<file path="src/rtl/missile_launch_sched_if.sv">
// Signal bundle between the enemy sprite / missile engine and the launch scheduler.
// The scheduler side is the slave; whatever drives the enemy inputs is the master.
interface missile_launch_sched_if;
  logic       frame_clk;
  logic       enable;
  logic       alive;
  logic [9:0] enemy_x;
  logic [9:0] enemy_y;
  logic       explored;
  logic       launch;
  logic [9:0] start_x;
  logic [9:0] start_y;
  logic       busy;

  modport master (
    output frame_clk, enable, alive, enemy_x, enemy_y, explored,
    input  launch, start_x, start_y, busy
  );

  modport slave (
    input  frame_clk, enable, alive, enemy_x, enemy_y, explored,
    output launch, start_x, start_y, busy
  );
endinterface

</file>
<file path="src/rtl/missile_launch_sched.sv">
// Launch scheduler for one enemy missile channel: frame-counted cooldown with LFSR jitter,
// position capture, one-cycle launch pulse, then wait for the missile to end or time out.
module missile_launch_sched #(
  parameter logic [4:0] COOLDOWN_FRAMES = 5'd20,
  parameter int         RAND_BITS       = 3,
  parameter logic [7:0] LFSR_SEED       = 8'hA5,
  parameter logic [9:0] Y_LAUNCH_MAX    = 10'd360,
  parameter logic [7:0] FLIGHT_TIMEOUT  = 8'd90
) (
  input  logic                   Clk,
  input  logic                   Reset,
  missile_launch_sched_if.slave  m
);

  typedef enum logic [1:0] {IDLE, COOLDOWN, LAUNCH, FLIGHT} state_e;

  localparam logic [7:0] JIT_MASK = 8'((1 << RAND_BITS) - 1);
  localparam logic [7:0] BASE     = (COOLDOWN_FRAMES == 5'd0) ? 8'd1 : {3'b000, COOLDOWN_FRAMES};

  state_e     state_q, state_d;
  logic [7:0] cnt_q, cnt_d;
  logic [7:0] lfsr_q, lfsr_d;
  logic       armed_q, armed_d;
  logic [9:0] start_x_q, start_x_d;
  logic [9:0] start_y_q, start_y_d;
  logic       frame_q, fe_q;
  logic       launch_q, busy_q;
  logic [7:0] reload;
  logic [7:0] cnt_inc;
  logic       abort;

  assign reload  = BASE + (lfsr_q & JIT_MASK);
  assign cnt_inc = (cnt_q == 8'hFF) ? cnt_q : cnt_q + 8'd1;
  assign abort   = !m.alive || !m.enable;

  always_comb begin
    state_d   = state_q;
    cnt_d     = cnt_q;
    armed_d   = armed_q;
    start_x_d = start_x_q;
    start_y_d = start_y_q;
    lfsr_d    = fe_q ? {lfsr_q[6:0], lfsr_q[7] ^ lfsr_q[5] ^ lfsr_q[4] ^ lfsr_q[3]} : lfsr_q;

    // Abort beats every other transition, but the LFSR above keeps stepping regardless.
    if (abort) begin
      state_d = IDLE;
    end else begin
      case (state_q)
        IDLE: begin
          state_d = COOLDOWN;
          cnt_d   = reload;
        end
        COOLDOWN: begin
          if (fe_q) begin
            if (cnt_q <= 8'd1) begin
              if (m.enemy_y < Y_LAUNCH_MAX) begin
                start_x_d = m.enemy_x;
                start_y_d = m.enemy_y;
                state_d   = LAUNCH;
              end else begin
                cnt_d = reload;
              end
            end else begin
              cnt_d = cnt_q - 8'd1;
            end
          end
        end
        LAUNCH: begin
          state_d = FLIGHT;
          cnt_d   = 8'd0;
          armed_d = 1'b0;
        end
        FLIGHT: begin
          // armed only after the first frame in flight, so a leftover explored is ignored
          if (armed_q && m.explored) begin
            state_d = COOLDOWN;
            cnt_d   = reload;
          end else if (fe_q) begin
            armed_d = 1'b1;
            cnt_d   = cnt_inc;
            if (cnt_inc == FLIGHT_TIMEOUT) begin
              state_d = COOLDOWN;
              cnt_d   = reload;
            end
          end
        end
        default: state_d = IDLE;
      endcase
    end
  end

  always_ff @(posedge Clk) begin
    if (Reset) begin
      state_q   <= IDLE;
      cnt_q     <= 8'd0;
      lfsr_q    <= LFSR_SEED;
      armed_q   <= 1'b0;
      start_x_q <= 10'd0;
      start_y_q <= 10'd0;
      frame_q   <= 1'b0;
      fe_q      <= 1'b0;
      launch_q  <= 1'b0;
      busy_q    <= 1'b0;
    end else begin
      state_q   <= state_d;
      cnt_q     <= cnt_d;
      lfsr_q    <= lfsr_d;
      armed_q   <= armed_d;
      start_x_q <= start_x_d;
      start_y_q <= start_y_d;
      frame_q   <= m.frame_clk;
      fe_q      <= m.frame_clk & ~frame_q;
      launch_q  <= (state_d == LAUNCH);
      busy_q    <= (state_d == LAUNCH) || (state_d == FLIGHT);
    end
  end

  assign m.launch  = launch_q;
  assign m.busy    = busy_q;
  assign m.start_x = start_x_q;
  assign m.start_y = start_y_q;

endmodule

</file>
<file path="src/flat_wrapper.sv">
// flat-port wrapper written by rule: the top's interface ports become plain ports
module missile_launch_sched_flat 
#(
  parameter logic [4:0] COOLDOWN_FRAMES = 5'd20,
  parameter int         RAND_BITS       = 3,
  parameter logic [7:0] LFSR_SEED       = 8'hA5,
  parameter logic [9:0] Y_LAUNCH_MAX    = 10'd360,
  parameter logic [7:0] FLIGHT_TIMEOUT  = 8'd90
)
  (Clk, Reset, m_frame_clk, m_enable, m_alive, m_enemy_x, m_enemy_y, m_explored, m_launch, m_start_x, m_start_y, m_busy);
  missile_launch_sched_if m_i ();
  input  logic Clk;
  input  logic Reset;
  input wire logic [$bits(m_i.frame_clk)-1:0] m_frame_clk;
  input wire logic [$bits(m_i.enable)-1:0] m_enable;
  input wire logic [$bits(m_i.alive)-1:0] m_alive;
  input wire logic [$bits(m_i.enemy_x)-1:0] m_enemy_x;
  input wire logic [$bits(m_i.enemy_y)-1:0] m_enemy_y;
  input wire logic [$bits(m_i.explored)-1:0] m_explored;
  output wire logic [$bits(m_i.launch)-1:0] m_launch;
  output wire logic [$bits(m_i.start_x)-1:0] m_start_x;
  output wire logic [$bits(m_i.start_y)-1:0] m_start_y;
  output wire logic [$bits(m_i.busy)-1:0] m_busy;
  assign m_i.frame_clk = m_frame_clk;
  assign m_i.enable = m_enable;
  assign m_i.alive = m_alive;
  assign m_i.enemy_x = m_enemy_x;
  assign m_i.enemy_y = m_enemy_y;
  assign m_i.explored = m_explored;
  assign m_launch = m_i.launch;
  assign m_start_x = m_i.start_x;
  assign m_start_y = m_i.start_y;
  assign m_busy = m_i.busy;
  missile_launch_sched #(.COOLDOWN_FRAMES(COOLDOWN_FRAMES), .RAND_BITS(RAND_BITS), .LFSR_SEED(LFSR_SEED), .Y_LAUNCH_MAX(Y_LAUNCH_MAX), .FLIGHT_TIMEOUT(FLIGHT_TIMEOUT)) u_core (.Clk(Clk), .Reset(Reset), .m(m_i));
endmodule
</file>
<file path="config.mk">
export PLATFORM = sky130hd
export DESIGN_NAME = missile_launch_sched_flat
export DESIGN_NICKNAME = d
export VERILOG_FILES = /design/src/rtl/missile_launch_sched_if.sv /design/src/rtl/missile_launch_sched.sv /design/src/flat_wrapper.sv
export SDC_FILE = /design/constraint.sdc
export NUM_CORES = 1
export LEC_CHECK = 0
export BUFFER_PORTS_ARGS = -buffer_cell sky130_fd_sc_hd__buf_4
export CAP_MARGIN = 20
export CELL_PAD_IN_SITES_DETAIL_PLACEMENT = 1
export CELL_PAD_IN_SITES_GLOBAL_PLACEMENT = 1
export CORE_ASPECT_RATIO = 1.4
export CORE_MARGIN = 3
export CORE_UTILIZATION = 40
export CTS_CLUSTER_DIAMETER = 150
export CTS_CLUSTER_SIZE = 12
export DETAILED_ROUTE_END_ITERATION = 8
export HOLD_SLACK_MARGIN = 0.1
export PLACE_DENSITY_LB_ADDON = 0.1
export SLEW_MARGIN = 20
export SYNTH_ARGS = -nofsm -noshare
export SYNTH_HDL_FRONTEND = slang
export SYNTH_SLANG_ARGS = --single-unit
</file>
<file path="constraint.sdc">
create_clock -name Clk -period 2.7 [get_ports Clk]
set_input_delay 0.81 -clock Clk [delete_from_list [all_inputs] [get_ports Clk]]
set_output_delay 0.81 -clock Clk [all_outputs]
set_load 0.02 [all_outputs]
</file>
==> results.md <==
* Status: finished, final reports clean
* Cts repair resizes at 0
* Number of top-level pins at 48
* Highest clock frequency the design can meet at 422.9 MHz
* RePlAce Congestion at 0.7782
* Layout overhead on the synthesized area at 22.76%
* CTS tree: built
* Class of the tightest hold or removal check: reg -> reg
* Port bufs at 47
* Number of cells on the worst hold path at 1
* Clock-pin slew of the registers on the worst-case setup and hold paths at 0.08 ns
* Startpoint of the lowest-slack register-to-register path: u_core.cnt_q[1]
* Remaining global-route overflow at 0
* Number of nets still failing antenna checks after routing at 0
* Period utilization at 87.57%
* Startpoint type of the worst setup path: register
* Unrepaired setup endpoints after global routing: false
* Reg2Reg Setup Slack at between 0.3 and 0.4 ns
* Final hold violations at 0
* Pin count of the biggest net entering global routing at 33
* Crit path from: u_core.cnt_q[1]
* Global-route usage over all layers at roughly a fifth
* Avg Cell Area, Syn at 8.952 um^2
* Height of the die at 93.62 um
* Cell type with the largest total area after synthesis: dfxtp_1
* Post CTS Setup Buffer Count at 0
* CORE AREA at 5236 um^2
* Number of buffers between clock root and the deepest sink at 2
* Drc violations at 0
* Startpoint of the most critical hold path: u_core.frame_q
* Part of the Yosys area used for sequential elements at 39.25%
* Highest routing layer actually used: met4
* Max-capacitance violation count at 0
* Wire length on met3 at 226 um
* 1st-pass router iterations at 4
* Count of cell types in the netlist at between 40 and 50
* WP data required at 2.94 ns
* FF-to-FF path depth at 7
* Length of routed wiring on met1 at between 2000 and 2500 um
* Violation count after the first detailed-routing iteration at just under 90
* N_diodes at 0
* Reg2reg end: u_core.cnt_q[0]
* Total Neg Setup Slack at 0 ns
* Clock Sinks at 43
* Number of flops mapped to enable cells by yosys at 0
* Worst slew margin relative to its limit at 58.87%
* Largest delay contributor family on the critical path: compound AO/OA/AOI/OAI gates
* First-pass GRT wire length at 9763 um
* Mean routed wirelength per cell at 16.48 um
* Area share of the largest cell type after synthesis at 39.25%
* Yosys Warn Count at 0
* Starting Density at between 40% and 50%
* Via Count at slightly below 2,000
* Most common cell after layout, fill and taps aside: buf_4
* Final #Nets at ~320
* Floorplan row count at 31
* H-tree depth reported by CTS at 2
* Hold WS at about 0.39 ns
* Netlist area before placement at 2193 um^2
* Peak VDD IR at 0.0002489 V
* Final worst path period need at 2.365 ns
* Synthesized instance count at 245
* Critical path buffer and inverter count at 0
* Floorplan die area at 6421 um^2
* Max Fanout on Critical Path at 8
* Layout cell share with drive strength beyond 1 at about a quarter
* Reported leakage power at 1.240 nW
* Insertion delay to the later sink of the worst-skew pair at between 0.2 and 0.3 ns
* Metal2 WL at 3136 um
* Prevailing post-synth register cell: dfxtp_1
* Vias in the first global route at 2,028
* Endpoint class of the critical path: register
* Clock tree skew after final layout at 0.007578 ns
* Final Slew Violations at 0
* Critical path type: reg -> reg
* Via density per instance at 5.504
* Critical-path cell with the highest stage delay: dfxtp_1
* Ranking of synthesized cells by area: dfxtp_1 (39%), mux2i_1 (13%), nor2_1 (6.3%)
* Pwr Density at ~480 nW/um^2
* Fraction of registers with async set/reset at 0%
* Worst Hold Path EP: u_core.fe_q
* Total routed wirelength at about 5900 um
* Number of antenna violations at the first check in global routing at 0
* Number of buffers added by the clock tree synthesis step at 5
* Endpoints failing setup at 0
* Width of the die at roughly 70 um
* Critical path cell sequence: ha_1, nand4_1, o211ai_1, o21a_1, o2111ai_1, a211oi_1, o221a_2
* Signal arrival time at the worst endpoint at roughly 2.6 ns
* Synthesized net count at 274
* Maximum cell stage delay along the critical path at 0.48 ns
* Transition at the pin with the smallest max-transition slack at 0.6163 ns
* Commonest cells after routing, fill and taps aside: buf_4 (56), dfxtp_1 (43), nor2_1 (37)
* Number of hold buffers added after cts at 0
* Number of flip-flops and latches in the synthesized netlist at 43
* Clock Tree Root: clkbuf_8
* Post-DP HPWL at 4516 um
[flip-flops by register name (all words and copies together), names as in the netlist]
name,count
u_core.armed_q,1
u_core.cnt_q,8
u_core.fe_q,1
u_core.frame_q,1
u_core.lfsr_q,8
u_core.m.busy,1
u_core.m.launch,1
u_core.m.start_x,10
u_core.m.start_y,10
u_core.state_q,2
[logic make-up (layout without fill, tap and decap cells)]
kind of cell             Yosys count  after routing  share of synthesized area [%]
multiplexers                      29             29                          13.23
XOR/XNOR                           8              8                          3.195
flip-flops                        43             43                          39.25
adder cells (fa/ha/maj)            3              3                          1.712
AND/OR/NAND/NOR                   83             83                          18.48
buffers and inverters             26             74                          6.446
AO/OA/AOI/OAI                     53             53                          17.68
[synth_stat cells (2+ instances only)]
master	number
nor2_1	37
nand3_1	5
o221a_2	3
clkbuf_1	9
a21oi_1	7
xor2_1	3
nor4_1	3
inv_1	10
a211oi_1	3
nand2_1	18
or4_1	2
buf_6	2
o221ai_1	2
a31oi_1	4
mux2i_1	29
o21ai_0	13
buf_1	2
dfxtp_1	43
o21a_1	2
nor3b_1	2
and3_1	4
or2_2	2
o211ai_1	6
nor2b_1	2
xnor2_1	5
ha_1	3
o31ai_1	2
a311oi_1	4
[where the power goes]
group / switching (W) / internal, W / leakage, nW
Clock: 0.000212 / 0.000234 / 0.0515
Sequential: 0.0000216 / 0.000651 / 0.349
Combinational: 0.0000958 / 0.0000879 / 0.839
[final cells by class]
class                           count  area [um^2]
Timing Repair Buffer               56        420.4
Inverter                           10        37.54
Fill cell                         635         2544
Multi-Input combinational cell    176         1191
Clock buffer                        8        100.1
Tap cell                           66        82.58
Sequential cell                    43        860.8
[metrics by stage]
step | setup slack (ns) | cell area, um^2 | power, W | cells | util (%)
floorplan | 0.3550 | 2193 | 0.0008001 | 245 | -
global placement | 0.2696 | 2592 | 0.0008663 | 351 | 49.51
detailed placement | 0.1949 | 2592 | 0.0008714 | 351 | 49.51
CTS | 0.3206 | 2693 | 0.001317 | 359 | 51.42
global route | 0.1925 | 2693 | 0.001370 | 359 | 51.42
finish | 0.3355 | 2693 | 0.001302 | 359 | 51.42
[layer usage]
| metal | global-route usage, % | vias up |
|---|---|---|
| met3 | 3.125 | 11 |
| li1 | - | 964 |
| met5 | 0 | - |
| met2 | 35.94 | 49 |
| met1 | 21.88 | 952 |
| met4 | 8.458 | 0 |
[worst max path at each step]
stage / slack (ns) / to / cells after the start
floorplan: 0.36 / u_core.cnt_q[4] / 8
global placement: 0.27 / u_core.m.start_y[2] / 8
detailed placement: 0.19 / u_core.m.start_y[1] / 8
CTS: 0.32 / u_core.cnt_q[0] / 7
global route: 0.19 / u_core.m.start_x[5] / 7
finish: 0.34 / u_core.cnt_q[0] / 7
No activity file was read; power rests on OpenSTA's default activity.
